File: src/rtl/cache_pkg.sv
// Shared types and constants for the direct-mapped write-back data cache.
package cache_pkg;

  localparam int BYTE_OFFSET_WIDTH = 2;

  typedef struct packed {
    logic valid;
    logic dirty;
  } cache_flags_t;

  typedef enum logic [2:0] {
    IDLE,
    COMPARE,
    WRITEBACK,
    REFILL,
    FLUSH_SCAN,
    FLUSH_WB
  } ctrl_state_t;

  typedef enum logic {
    MEM_READ  = 1'b0,
    MEM_WRITE = 1'b1
  } mem_op_t;

endpackage

File: src/rtl/cache_line_store.sv
// Line store: tag/data arrays plus valid/dirty flags; async read, sync write.
module cache_line_store
  import cache_pkg::*;
#(
  parameter int SET_WIDTH  = 3,
  parameter int TAG_WIDTH  = 11,
  parameter int DATA_WIDTH = 32
) (
  input  logic                  clk_i,
  input  logic                  rst_ni,
  input  logic [SET_WIDTH-1:0]  rd_set_i,
  output logic [TAG_WIDTH-1:0]  rd_tag_o,
  output logic [DATA_WIDTH-1:0] rd_data_o,
  output cache_flags_t          rd_flags_o,
  input  logic                  we_i,
  input  logic [SET_WIDTH-1:0]  wr_set_i,
  input  logic [TAG_WIDTH-1:0]  wr_tag_i,
  input  logic [DATA_WIDTH-1:0] wr_data_i,
  input  cache_flags_t          wr_flags_i
);

  localparam int unsigned LINES = 1 << SET_WIDTH;

  logic [DATA_WIDTH-1:0] data_mem  [LINES];
  logic [TAG_WIDTH-1:0]  tag_mem   [LINES];
  cache_flags_t          flags_mem [LINES];

  assign rd_tag_o   = tag_mem[rd_set_i];
  assign rd_data_o  = data_mem[rd_set_i];
  assign rd_flags_o = flags_mem[rd_set_i];

  // Only the flags need reset; tag/data are meaningless while invalid.
  always_ff @(posedge clk_i or negedge rst_ni) begin
    if (!rst_ni) begin
      for (int unsigned i = 0; i < LINES; i++) flags_mem[i] <= '0;
    end else if (we_i) begin
      flags_mem[wr_set_i] <= wr_flags_i;
    end
  end

  always_ff @(posedge clk_i) begin
    if (we_i) begin
      data_mem[wr_set_i] <= wr_data_i;
      tag_mem[wr_set_i]  <= wr_tag_i;
    end
  end

endmodule

File: src/rtl/cache_miss_controller.sv
// Hit/miss sequencing, write-back/refill handshake and full flush for the
// direct-mapped one-word-per-line write-back data cache.
module cache_miss_controller
  import cache_pkg::*;
#(
  parameter int ADDRESS_WIDTH = 16,
  parameter int DATA_WIDTH    = 32,
  parameter int SET_WIDTH     = 3
) (
  input  logic                     clk_i,
  input  logic                     rst_ni,
  input  logic                     cpu_req_i,
  input  logic                     cpu_wen_i,
  input  logic [ADDRESS_WIDTH-1:0] cpu_addr_i,
  input  logic [DATA_WIDTH-1:0]    cpu_wdata_i,
  output logic [DATA_WIDTH-1:0]    cpu_rdata_o,
  output logic                     cpu_ready_o,
  input  logic                     flush_i,
  output logic                     flush_done_o,
  output logic                     mem_req_o,
  output logic                     mem_wen_o,
  output logic [ADDRESS_WIDTH-1:0] mem_addr_o,
  output logic [DATA_WIDTH-1:0]    mem_wdata_o,
  input  logic [DATA_WIDTH-1:0]    mem_rdata_i,
  input  logic                     mem_ack_i
);

  localparam int TAG_WIDTH = ADDRESS_WIDTH - SET_WIDTH - BYTE_OFFSET_WIDTH;
  localparam logic [SET_WIDTH-1:0] LAST_SET = '1;
  localparam logic [BYTE_OFFSET_WIDTH-1:0] WORD_ALIGN = '0;

  ctrl_state_t           state;
  logic [TAG_WIDTH-1:0]  req_tag;
  logic [SET_WIDTH-1:0]  req_set;
  logic                  req_wen;
  logic [DATA_WIDTH-1:0] req_wdata;
  logic [SET_WIDTH-1:0]  flush_cnt;

  logic [SET_WIDTH-1:0]     rd_set;
  logic [TAG_WIDTH-1:0]     line_tag;
  logic [DATA_WIDTH-1:0]    line_data;
  cache_flags_t             line_flags;
  logic [ADDRESS_WIDTH-1:0] line_addr;
  logic                     hit, victim_dirty, mem_done;

  logic                  we;
  logic [TAG_WIDTH-1:0]  wr_tag;
  logic [DATA_WIDTH-1:0] wr_data;
  cache_flags_t          wr_flags;

  logic unused_byte_offset;
  assign unused_byte_offset = ^cpu_addr_i[BYTE_OFFSET_WIDTH-1:0];

  assign rd_set       = (state == FLUSH_SCAN || state == FLUSH_WB) ? flush_cnt : req_set;
  assign hit          = line_flags.valid && (line_tag == req_tag);
  assign victim_dirty = line_flags.valid && line_flags.dirty;
  assign line_addr    = {line_tag, rd_set, WORD_ALIGN};
  assign mem_done     = mem_req_o && mem_ack_i;

  cache_line_store #(
    .SET_WIDTH (SET_WIDTH),
    .TAG_WIDTH (TAG_WIDTH),
    .DATA_WIDTH(DATA_WIDTH)
  ) u_store (
    .clk_i     (clk_i),
    .rst_ni    (rst_ni),
    .rd_set_i  (rd_set),
    .rd_tag_o  (line_tag),
    .rd_data_o (line_data),
    .rd_flags_o(line_flags),
    .we_i      (we),
    .wr_set_i  (rd_set),
    .wr_tag_i  (wr_tag),
    .wr_data_i (wr_data),
    .wr_flags_i(wr_flags)
  );

  // Every store update rewrites the whole line, defaulting to its current contents.
  always_comb begin
    we       = 1'b0;
    wr_tag   = line_tag;
    wr_data  = line_data;
    wr_flags = line_flags;
    unique case (state)
      COMPARE: begin
        if (req_wen && (hit || !victim_dirty)) begin
          we       = 1'b1;
          wr_tag   = req_tag;
          wr_data  = req_wdata;
          wr_flags = '{valid: 1'b1, dirty: 1'b1};
        end
      end
      WRITEBACK, FLUSH_WB: begin
        if (mem_done) begin
          we             = 1'b1;
          wr_flags.dirty = 1'b0;
        end
      end
      REFILL: begin
        if (mem_done) begin
          we       = 1'b1;
          wr_tag   = req_tag;
          wr_data  = mem_rdata_i;
          wr_flags = '{valid: 1'b1, dirty: 1'b0};
        end
      end
      default: ;
    endcase
  end

  always_ff @(posedge clk_i or negedge rst_ni) begin
    if (!rst_ni) begin
      state        <= IDLE;
      req_tag      <= '0;
      req_set      <= '0;
      req_wen      <= 1'b0;
      req_wdata    <= '0;
      flush_cnt    <= '0;
      cpu_ready_o  <= 1'b0;
      cpu_rdata_o  <= '0;
      flush_done_o <= 1'b0;
      mem_req_o    <= 1'b0;
      mem_wen_o    <= 1'b0;
      mem_addr_o   <= '0;
      mem_wdata_o  <= '0;
    end else begin
      cpu_ready_o  <= 1'b0;
      flush_done_o <= 1'b0;
      unique case (state)
        IDLE: begin
          if (flush_i) begin
            flush_cnt <= '0;
            state     <= FLUSH_SCAN;
          end else if (cpu_req_i) begin
            req_tag   <= cpu_addr_i[ADDRESS_WIDTH-1 -: TAG_WIDTH];
            req_set   <= cpu_addr_i[SET_WIDTH+BYTE_OFFSET_WIDTH-1 : BYTE_OFFSET_WIDTH];
            req_wen   <= cpu_wen_i;
            req_wdata <= cpu_wdata_i;
            state     <= COMPARE;
          end
        end
        COMPARE: begin
          if (hit) begin
            cpu_ready_o <= 1'b1;
            if (!req_wen) cpu_rdata_o <= line_data;
            state <= IDLE;
          end else if (victim_dirty) begin
            state <= WRITEBACK;
          end else if (req_wen) begin
            cpu_ready_o <= 1'b1;
            state       <= IDLE;
          end else begin
            state <= REFILL;
          end
        end
        // Request is raised on the first cycle in a memory state, so leaving
        // one state for another always yields an idle cycle on mem_req_o.
        WRITEBACK: begin
          if (!mem_req_o) begin
            mem_req_o   <= 1'b1;
            mem_wen_o   <= MEM_WRITE;
            mem_addr_o  <= line_addr;
            mem_wdata_o <= line_data;
          end else if (mem_ack_i) begin
            mem_req_o <= 1'b0;
            state     <= req_wen ? COMPARE : REFILL;
          end
        end
        REFILL: begin
          if (!mem_req_o) begin
            mem_req_o  <= 1'b1;
            mem_wen_o  <= MEM_READ;
            mem_addr_o <= {req_tag, req_set, WORD_ALIGN};
          end else if (mem_ack_i) begin
            mem_req_o <= 1'b0;
            state     <= COMPARE;
          end
        end
        FLUSH_SCAN: begin
          if (victim_dirty) begin
            state <= FLUSH_WB;
          end else if (flush_cnt == LAST_SET) begin
            flush_done_o <= 1'b1;
            flush_cnt    <= '0;
            state        <= IDLE;
          end else begin
            flush_cnt <= flush_cnt + 1'b1;
          end
        end
        FLUSH_WB: begin
          if (!mem_req_o) begin
            mem_req_o   <= 1'b1;
            mem_wen_o   <= MEM_WRITE;
            mem_addr_o  <= line_addr;
            mem_wdata_o <= line_data;
          end else if (mem_ack_i) begin
            mem_req_o <= 1'b0;
            if (flush_cnt == LAST_SET) begin
              flush_done_o <= 1'b1;
              flush_cnt    <= '0;
              state        <= IDLE;
            end else begin
              flush_cnt <= flush_cnt + 1'b1;
              state     <= FLUSH_SCAN;
            end
          end
        end
        default: state <= IDLE;
      endcase
    end
  end

endmodule

File: config.mk
export PLATFORM = sky130hd
export DESIGN_NAME = cache_miss_controller
export DESIGN_NICKNAME = d
export VERILOG_FILES = /design/src/rtl/cache_pkg.sv /design/src/rtl/cache_line_store.sv /design/src/rtl/cache_miss_controller.sv
export SDC_FILE = /design/constraint.sdc
export NUM_CORES = 1
export LEC_CHECK = 0
export BUFFER_PORTS_ARGS = -buffer_cell sky130_fd_sc_hd__buf_2
export CAP_MARGIN = 20
export CORE_MARGIN = 5
export CORE_UTILIZATION = 55
export CTS_BUF_LIST = sky130_fd_sc_hd__clkbuf_4
export CTS_CLUSTER_SIZE = 12
export DETAILED_ROUTE_END_ITERATION = 10
export PLACE_DENSITY = 0.78
export RECOVER_POWER = 50
export SKIP_CTS_REPAIR_TIMING = 1
export SYNTH_ARGS = -nofsm -noshare
export SYNTH_HDL_FRONTEND = slang
export SYNTH_SLANG_ARGS = --single-unit
File: constraint.sdc
create_clock -name clk_i -period 6.05 [get_ports clk_i]
set_input_delay 0.9075 -clock clk_i [delete_from_list [all_inputs] [get_ports clk_i]]
set_output_delay 0.9075 -clock clk_i [all_outputs]
set_load 0.02 [all_outputs]
==> key figures, run 1 <==
Layout
  • Most common cell after layout, fill and taps aside: edfxtp_1
  • Nets: 1869
  • Reg area: 0.0141 mm^2
  • Fill cells: 2828
  • Design Area, Final: 0.0237 mm^2
  • Multi-input gate area: 0.00611 mm^2
  • Core Util, Final: 63.3%
  • Most frequent cells in the layout: edfxtp_1, clkbuf_4, nand2_1, dfrtp_1, a21oi_1
  • Layout cells sized above 1: 22.2%
  • Area delta synth->final: 14.5%

CTS
  • CTS Root Cell: clkbuf_4
  • Worst-case clock buffer depth: 3
  • CTS Sinks: 495
  • CTS tree: yes
  • Clock-pin slew on the worst setup and hold paths: 0.07 ns
  • Depth of the CTS H-tree: 3
  • Clk_lat worst skew: 0.83 ns
  • CTS buffer count: 117

Floorplanning
  • Core box area: 0.0374 mm^2
  • Die area: 0.0415 mm^2
  • Die height: 204 um
  • # rows: 71
  • Initial core utilization: 55.2%
  • Top-Level Pins: 170
  • Die Wd: 204 um

Timing
  • Slew Viols, Final: 145
  • Fin crit share: 91.3%
  • Final setup fails: 0
  • Endpoints failing hold: 0
  • Hold_ws: 0.314 ns
  • Final Skew: 0.0583 ns
  • RSZ-0062 raised after global routing: false
  • Setup_tns: 0 ns
  • Slew HR: -229%
  • Fin crit period: 5.52 ns
  • Worst Max-Slew Pin Slew: 4.93 ns
  • Max Freq: 181 MHz

Status
  • Status: finished, violations left
  • Failing checks: capacitance limit, slew limit

Pwr
  • Leak: 8.92 nW
  • Pwr Density: 665 mW/mm^2
  • Post-layout power: 15.7 mW
  • Peak supply drop: 0.292 mV

Routing
  • Via Count: 14800
  • Final antenna-violating net count: 0
  • First-pass iteration count of the detailed router: 6
  • DRC viols: 0
  • Wire per inst: 23.2 um
  • Routed vias/inst: 6.23
  • Drt total wl: 55.2 mm
  • Initial drt markers: 2167

GRT
  • Largest net degree at the start of global routing: 80
  • Vias in the first global route: 14400
  • Total global-route track usage: 26.2%
  • Residual overflow from global routing: 0
  • First-pass GRT wire length: 83.4 mm
  • Antenna violations before repair: 3

Logic synthesis
  • Number of synthesized register bits: 495
  • Register area share after synthesis: 68.3%
  • Async SR Flop Fraction: 30.5%
  • Cells after synthesis: 1552
  • Post-synth EDFFs: 344
  • Top_reg_cell synth: edfxtp_1
  • Synth warnings: 0
  • Cell variety after synth: 80
  • Syn avg cell area: 13.3 um^2
  • Synthesized cell area: 0.0207 mm^2

Worst setup path
  • Arrival time worst endpoint: 5.99 ns
  • Worst Setup Start Kind: flip-flop
  • CP Class: reg -> reg
  • Critical Path RT: 6.52 ns
  • Worst-path maximum fanout: 29
  • CP Capture Type: flip-flop

Job
  • Max Cap Violations: 3

Placed design
  • Port Buf Inserts: 165
  • Placed inst area: 0.0223 mm^2
  • Placer Congestion: 0.914
  • Post-DP HPWL: 34.3 mm

Worst hold path
  • Worst hold path class: in -> reg
metal layers:
layer	routed length [um]	global-route usage (%)	vias to the layer above
li1	-	-	6520
met1	21900	36.9	7221
met2	25200	39.8	983
met3	6860	7.20	112
met4	1290	9.40	0
met5	0	0	-
state kept, by name (all words and copies together) (netlist names), 3 cells and up:
signal             cells
u_store.data_mem     256
u_store.tag_mem       88
cpu_rdata_o           32
mem_wdata_o           32
req_wdata             32
u_store.flags_mem     16
mem_addr_o            14
req_tag               11
flush_cnt              3
req_set                3
state                  3
critical path, stage by stage, from the launching register on:
cell	delay (ns)
dfrtp_1	0.74
nand2b_2	0.46
a21oi_1	0.85
buf_4	0.35
a211oi_1	0.07
nor4_1	0.55
xnor2_1	0.19
nand4_1	0.25
or4_1	0.57
o211ai_2	0.20
buf_4	0.40
nor2_1	0.09
a211o_1	0.43
through the flow:
step	std cells	setup WS, ns
detailed placement	2173	0.995
CTS	2380	0.976
floorplan	1553	0.843
global route	2382	0.372
finish	2382	0.526
global placement	2173	1.12
worst paths after layout:
path / from / end / slack (ns) / depth (start not counted)
min in group asynchronous: rst_ni / mem_addr_o[5] / 1.90 / 1
max in group asynchronous: rst_ni / state[1] / 1.33 / 2
min reg2reg: cpu_rdata_o[11] / cpu_rdata_o[11] / 0.49 / 2
max reg2reg: state[2] / u_store.data_mem[0][15] / 0.53 / 12
min: cpu_wdata_i[8] / req_wdata[8] / 0.31 / 2
max: state[2] / u_store.data_mem[0][15] / 0.53 / 12
cells in the mapped netlist, drive strengths merged (6+ instances only):
library cell	number	area share, %
a211o	24	1.0
clkbuf	69	1.3
nor4	11	0.42
a222oi	26	1.3
mux2	66	3.6
a22oi	56	2.0
o221ai	30	1.3
nand3	23	0.56
dfrtp	151	18
nand2	151	2.7
o211ai	6	0.24
o211a	25	1.2
edfxtp	344	50
o21ai	84	2.1
xnor2	7	0.30
and3	7	0.21
mux2i	23	1.2
a21oi	136	3.4
inv	19	0.35
a211oi	28	1.1
o22ai	7	0.21
a221oi	7	0.30
nor2	127	2.3
buf	40	1.1
o22a	9	0.38
nor3	10	0.27
cells by family (layout without fill, tap and decap cells):
| group | Yosys count | after routing | share of synthesized area (%) |
|---|---|---|---|
| flip-flops | 495 | 495 | 68.3 |
| buffers and inverters | 128 | 444 | 2.66 |
| AND/OR/NAND/NOR | 357 | 357 | 7.67 |
| XOR/XNOR | 9 | 9 | 0.382 |
| adder cells (fa/ha/maj) | 2 | 2 | 0.121 |
| other | 1 | 4 | 0.0182 |
| AO/OA/AOI/OAI | 470 | 470 | 16.0 |
| multiplexers | 90 | 90 | 4.88 |
final cells by class:
| cell class | count | area share [%] |
|---|---|---|
| clock buffer | 181 | 5.74 |
| multi-input combinational | 930 | 25.8 |
| clock inverter | 26 | 0.798 |
| timing repair buffer | 218 | 4.99 |
| tap | 511 | 2.70 |
| antenna | 2 | 0.0211 |
| sequential | 495 | 59.6 |
| inverter | 19 | 0.301 |
where the power goes:
part | internal (mW) | leakage [nW] | switching, mW | total (mW)
logic | 2.04 | 3.05 | 4.83 | 6.87
clock network | 1.48 | 0.925 | 1.27 | 2.74
registers | 5.69 | 4.95 | 0.448 | 6.13
Note: power is estimated with default switching activity, not from simulation.
==> run 2, diff against run 1 <==
--- a/config.mk
+++ b/config.mk
@@ -17,4 +17,5 @@
 export SKIP_CTS_REPAIR_TIMING = 1
 export SYNTH_ARGS = -nofsm -noshare
 export SYNTH_HDL_FRONTEND = slang
+export SYNTH_HIERARCHICAL = 1
 export SYNTH_SLANG_ARGS = --single-unit
==> run 2 against run 1 <==
  * The flow still finishes with violations (capacitance limit, slew limit)
  * Via count fell by 20%
  * Largest cell class unchanged
  * Utilization barely moved
  * Sequential cell count did not move
  * Clock skew increased by 0.011 ns
  * Synthesized cell count shrank 26%
  * Critical endpoint is now u_store/data_mem[2][17]
  * Highest routed layer unchanged
  * Worst hold slack lost 0.0016 ns
  * Area after synthesis is 1.5% higher
  * Cell area grew 0.74%
  * Register-to-register slack gained 0.07 ns
  * Global-route usage down 3.5 points
  * Power is 16% lower
  * Setup slack gained 0.066 ns
==> key figures, run 2 <==
GRT
  • Met1 Use GR: 29.0%
  • Grt met2 use: 38.4%
  • First-pass GRT wire length: 72.9 mm
  • GR peak layer: met2
  • Residual overflow from global routing: 0
  • Met3 track demand over resource: 5.36%
  • Antenna violations before repair: 1
  • Vias in the first global route: 12700
  • Total global-route track usage: 22.7%
  • Largest net degree at the start of global routing: 99

CTS
  • CTS buffer count: 121
  • CTS Sinks: 495
  • Clk_lat worst skew: 0.83 ns
  • Depth of the CTS H-tree: 3
  • Clock-pin slew on the worst setup and hold paths: 0.07 ns
  • Worst-case clock buffer depth: 3
  • CTS Root Cell: clkbuf_4
  • CTS tree: yes

Timing
  • Final setup fails: 0
  • Final Skew: 0.0695 ns
  • Worst Max-Slew Pin Slew: 4.70 ns
  • Fin crit share: 90.2%
  • Slew HR: -213%
  • Fin crit period: 5.46 ns
  • Slew Viols, Final: 131
  • Hold_ws: 0.313 ns
  • Max Freq: 183 MHz
  • RSZ-0062 raised after global routing: false
  • Endpoints failing hold: 0
  • Setup_tns: 0 ns

Worst setup path
  • Cell family contributing the most delay on the critical path: buffers and inverters
  • Critical path cell sequence: nand2b_1, clkbuf_1, mux2_4, buf_4, mux4_1, mux2_1, nand4_1, or3_2, nor2b_1, o21ai_1, buf_4, and4bb_2, buf_12
  • Critical Path RT: 6.51 ns
  • CP Capture Type: flip-flop
  • Arrival time worst endpoint: 5.92 ns
  • CP dominant cell by count: buf_4
  • Crit path depth: 13
  • Worst Setup Start Kind: flip-flop
  • Worst-path maximum fanout: 52
  • Reg2Reg Depth: 13
  • R2R setup slack: 0.59 ns
  • Max incr delay on CP: 0.67 ns
  • CP max-delay cell: mux2_4
  • CP Class: reg -> reg
  • WP buf/inv: 4

Pwr
  • P_int: 8.60 mW
  • Clock Power Share: 20.8%
  • Leak: 8.93 nW
  • Peak supply drop: 0.289 mV
  • Flop pwr share: 42.2%
  • Pwr Density: 558 mW/mm^2
  • Logic pwr share: 37.1%
  • Sw Pwr: 4.70 mW
  • Post-layout power: 13.3 mW
  • Sw Share: 35.3%

Placed design
  • Placer Congestion: 0.810
  • Post-DP HPWL: 27.9 mm
  • Port Buf Inserts: 165

Floorplanning
  • Die area: 0.0421 mm^2
  • Die Wd: 205 um
  • # rows: 71
  • Initial core utilization: 55.7%
  • Top-Level Pins: 170
  • Core box area: 0.0377 mm^2
  • Die height: 205 um

Logic synthesis
  • Register area share after synthesis: 67.3%
  • Count leader, synth: edfxtp_1
  • Cells after synthesis: 1143
  • Top_reg_cell synth: edfxtp_1
  • Number of synthesized register bits: 495
  • Async SR Flop Fraction: 30.5%
  • Synth top area cells: edfxtp_1, dfrtp_1, mux4_1
  • Area leader, netlist: edfxtp_1
  • Synth warnings: 6
  • Cell variety after synth: 49
  • Syn avg cell area: 18.3 um^2
  • Synthesized cell area: 0.0210 mm^2
  • Post-synth EDFFs: 344
  • Share of the synthesized area in the top cell type: 49.3%
  • Commonest cells in the netlist: edfxtp_1, mux2_2, dfrtp_1

Layout
  • Number of flip-flops under the largest register name: 256
  • Layout cells sized above 1: 31.2%
  • Most frequent cells in the layout: edfxtp_1, clkbuf_4, dfrtp_1, mux2_2, mux4_1
  • Registers with the most flip-flops: u_store/data_mem: 256 flops, u_store/tag_mem: 88 flops
  • Area delta synth->final: 13.7%
  • Nets: 1480
  • Top reg by flops: u_store/data_mem
  • Core Util, Final: 63.3%
  • Fill cells: 2702
  • Most common cell after layout, fill and taps aside: edfxtp_1

Routing
  • Drt total wl: 47.2 mm
  • Initial drt markers: 1045
  • First-pass iteration count of the detailed router: 5
  • Via Count: 11900
  • DRC viols: 0
  • Routed vias/inst: 5.91
  • Wire per inst: 23.5 um
  • Final antenna-violating net count: 0

Worst hold path
  • Worst Hold Depth: 2
  • Worst hold path class: in -> reg

Job
  • Max Cap Violations: 2

Status
  • Status: finished, violations left
  • Failing checks: capacitance limit, slew limit
[run 2: layer usage]
layer | share of wire [%] | wire length (um)
met5 | 0 | 0
met3 | 7.3 | 3450
met2 | 51 | 24000
met1 | 39 | 18600
met4 | 2.5 | 1190
[run 2: cell type report]
class,count,area (um^2),share of cell area [%]
antenna,1,2.50,0.0105
inverter,8,30.0,0.126
timing repair buffer,200,1130,4.76
tap,511,639,2.68
clock buffer,188,1410,5.92
multi-input combinational,566,6320,26.5
clock inverter,39,194,0.814
sequential,495,14100,59.2
[run 2: final timing paths]
check                          startpoint                      end
max in group asynchronous          rst_ni          mem_wdata_o[16]
hold / removal             cpu_wdata_i[0]             req_wdata[0]
hold reg to reg            mem_addr_o[11]           mem_addr_o[11]
min in group asynchronous          rst_ni          mem_wdata_o[24]
setup reg to reg                 state[1]  u_store/data_mem[2][17]
setup / recovery                 state[1]  u_store/data_mem[2][17]
[run 2: stage by stage]
| step | std cells | setup slack, ns | instance area, um^2 |
|---|---|---|---|
| finish | 2008 | 0.591 | 23800 |
| global route | 2008 | 0.291 | 23800 |
| CTS | 2006 | 0.735 | 24100 |
| detailed placement | 1779 | 0.765 | 22500 |
| global placement | 1779 | 0.786 | 22500 |
| floorplan | 1144 | 0.163 | 21000 |
[run 2: kinds of logic (layout without fill, tap and decap cells)]
kind of cell             count (synthesis)  in the layout  share of synthesized area [%]
other                                    1              3                         0.0179
AND/OR/NAND/NOR                        147            147                           3.50
multiplexers                           281            281                           21.4
flip-flops                             495            495                           67.3
AO/OA/AOI/OAI                          123            123                           4.87
adder cells (fa/ha/maj)                  2              2                          0.119
buffers and inverters                   83            435                           2.32
XOR/XNOR                                11             11                          0.459
[run 2: power by group through the flow]
stage,clock network (mW),registers (mW),logic [mW]
final,2.76,5.61,4.93
after global routing,3.05,5.68,5.31
after CTS,2.84,5.59,5.15
after detailed placement,0,5.66,5.14
after global placement,0,5.61,4.92
after floorplan,0,5.78,3.62
==> run 3, diff against run 2 <==
--- a/config.mk
+++ b/config.mk
@@ -5,7 +5,7 @@
 export SDC_FILE = /design/constraint.sdc
 export NUM_CORES = 1
 export LEC_CHECK = 0
-export BUFFER_PORTS_ARGS = -buffer_cell sky130_fd_sc_hd__buf_2
+export BUFFER_PORTS_ARGS = -buffer_cell sky130_fd_sc_hd__clkbuf_2
 export CAP_MARGIN = 20
 export CORE_MARGIN = 5
 export CORE_UTILIZATION = 55
@@ -17,5 +17,4 @@
 export SKIP_CTS_REPAIR_TIMING = 1
 export SYNTH_ARGS = -nofsm -noshare
 export SYNTH_HDL_FRONTEND = slang
-export SYNTH_HIERARCHICAL = 1
 export SYNTH_SLANG_ARGS = --single-unit
==> run 3 against run 2 <==
  * The flow still finishes with violations (capacitance limit, slew limit)
  * Wire length grew 18%
  * Global-route usage grew 3.8 points
  * Clock skew grew 0.0053 ns
  * Power grew 19%
  * Critical endpoint is now u_store.data_mem[4][17]
  * Worst hold slack lost 0.011 ns
  * Register-to-register slack lost 0.14 ns
  * Highest routed layer unchanged
  * Sequential cell count is the same
  * First-iteration DRC count grew 89%
  * Cell count grew 19%
==> key figures, run 3 (synthesis results as in run 1) <==
Status
  • Status: finished, violations left
  • Failing checks: capacitance limit, slew limit

Worst setup path
  • R2R setup slack: 0.45 ns
  • RR Startpoint: state[1]
  • Reg2Reg Depth: 12
  • Arrival time worst endpoint: 6.19 ns
  • CP Capture Type: flip-flop
  • Critical Path RT: 6.65 ns
  • Worst Setup Start Kind: flip-flop
  • Worst-path maximum fanout: 48
  • CP Class: reg -> reg
  • Critical R2R Capture: u_store.data_mem[4][17]

GRT
  • Total global-route track usage: 26.5%
  • Vias in the first global route: 14700
  • Residual overflow from global routing: 0
  • Largest net degree at the start of global routing: 65
  • First-pass GRT wire length: 84.4 mm
  • Antenna violations before repair: 1

Layout
  • Most frequent cells in the layout: edfxtp_1, clkbuf_4, nand2_1, dfrtp_1, a21oi_1
  • Top reg by flops: u_store.data_mem
  • Number of flip-flops under the largest register name: 256
  • Layout cells sized above 1: 22.2%
  • Area delta synth->final: 15.0%
  • Nets: 1870
  • Most common cell after layout, fill and taps aside: edfxtp_1
  • Registers with the most flip-flops: u_store.data_mem: 256 flops, u_store.tag_mem: 88 flops

Job
  • Max Cap Violations: 7

Timing
  • Slew Viols, Final: 210
  • Fin crit period: 5.60 ns
  • Fin crit share: 92.5%
  • Worst Max-Slew Pin Slew: 3.37 ns
  • PnR worst setup slack: 0.454 ns
  • Slew HR: -125%
  • Setup_tns: 0 ns
  • Final setup fails: 0
  • Max Freq: 179 MHz
  • Final Skew: 0.0748 ns
  • RSZ-0062 raised after global routing: false
  • Endpoints failing hold: 0

Floorplanning
  • Initial core utilization: 55.2%
  • Die Wd: 204 um
  • Top-Level Pins: 170
  • Die area: 0.0415 mm^2
  • Die height: 204 um
  • # rows: 71
  • Core box area: 0.0374 mm^2

CTS
  • CTS buffer count: 119
  • Clock-pin slew on the worst setup and hold paths: 0.07 ns
  • Worst-case clock buffer depth: 3
  • Depth of the CTS H-tree: 3
  • CTS tree: yes
  • CTS Sinks: 495
  • Clk_lat worst skew: 0.84 ns
  • CTS Root Cell: clkbuf_4

Worst hold path
  • Worst hold path class: in -> reg
  • Hold Startpoint: cpu_wdata_i[13]
  • WHS Endpoint: req_wdata[13]
  • Worst Hold Depth: 2

Placed design
  • Placer Congestion: 0.922
  • Place WS: 0.945 ns
  • Post-DP HPWL: 34.5 mm
  • Port Buf Inserts: 165

Routing
  • First-pass iteration count of the detailed router: 7
  • DRC viols: 0
  • Wire per inst: 23.1 um
  • Final antenna-violating net count: 0
  • Via Count: 14700
  • Routed vias/inst: 6.12
  • Drt total wl: 55.4 mm
  • Initial drt markers: 1976

Pwr
  • Peak supply drop: 0.312 mV
  • Leak: 8.97 nW
  • Pwr Density: 667 mW/mm^2
## run 3: cell count changes in the layout (fill, tap and decap cells not counted), moves of 31 or more
cell      change
a21oi_1     +121
buf_2        -82
clkbuf_2     +84
mux2_1       -31
mux2_2       -77
mux4_1       -90
nand2_1      +84
nor2_1      +116
o211ai_1     -31
o21ai_0      +65
## run 3: area by class of cell
| cell class | instances | area (um^2) |
|---|---|---|
| tap | 511 | 639 |
| inverter | 19 | 71.3 |
| clock buffer | 185 | 1390 |
| clock inverter | 40 | 259 |
| sequential | 495 | 14100 |
| antenna | 1 | 2.50 |
| timing repair buffer | 217 | 1170 |
| fill | 2776 | 13600 |
| multi-input combinational | 930 | 6110 |
## run 3: where the power goes
group | total, mW | internal (mW) | leakage, nW | switching (mW)
combinational | 6.87 | 2.05 | 3.05 | 4.82
sequential | 6.13 | 5.69 | 4.95 | 0.449
clock | 2.84 | 1.53 | 0.964 | 1.31
## run 3: worst max-delay path, cell delays in order (launching register included)
cell	delay (ns)
dfrtp_2	0.37
buf_4	0.42
nand3b_4	0.44
o21ai_4	0.27
buf_12	0.26
buf_4	0.21
nor2_1	1.88
a222oi_1	0.31
and4_1	0.53
o21ai_0	0.21
nand2_1	0.08
o221ai_1	0.10
a211o_1	0.24
## run 3: how the worst max path moves through the flow
stage | start | slack (ns) | to | cells past startpoint
floorplan | state[2] | 0.84 | u_store.data_mem[2][0] | 12
global placement | state[2] | 1.07 | u_store.data_mem[3][29] | 11
detailed placement | state[2] | 0.95 | u_store.data_mem[3][29] | 11
CTS | state[2] | 0.91 | u_store.data_mem[3][17] | 11
global route | state[1] | 0.27 | u_store.data_mem[3][17] | 12
finish | state[1] | 0.45 | u_store.data_mem[4][17] | 12
## run 3: per-layer routing
| layer | vias up | track usage [%] | routed length, um |
|---|---|---|---|
| li1 | 6538 | - | - |
| met4 | 0 | 9.37 | 1230 |
| met3 | 96 | 8.19 | 6940 |
| met1 | 7133 | 36.7 | 21800 |
| met2 | 917 | 40.4 | 25500 |
| met5 | - | 0 | 0 |
## run 3: through the flow
step | cells | area, um^2 | power (mW) | util, % | hold WS [ns]
2_1_floorplan | 1553 | 20700 | 10.5 | - | 0.473
3_3_place_gp | 2172 | 22300 | 12.7 | 59.6 | 0.461
3_5_place_dp | 2172 | 22300 | 13.0 | 59.6 | 0.469
4_1_cts | 2397 | 23900 | 15.8 | 64.0 | 0.00213
5_1_grt | 2398 | 23800 | 16.7 | 63.5 | 0.251
6_report | 2398 | 23800 | 15.8 | 63.5 | 0.302
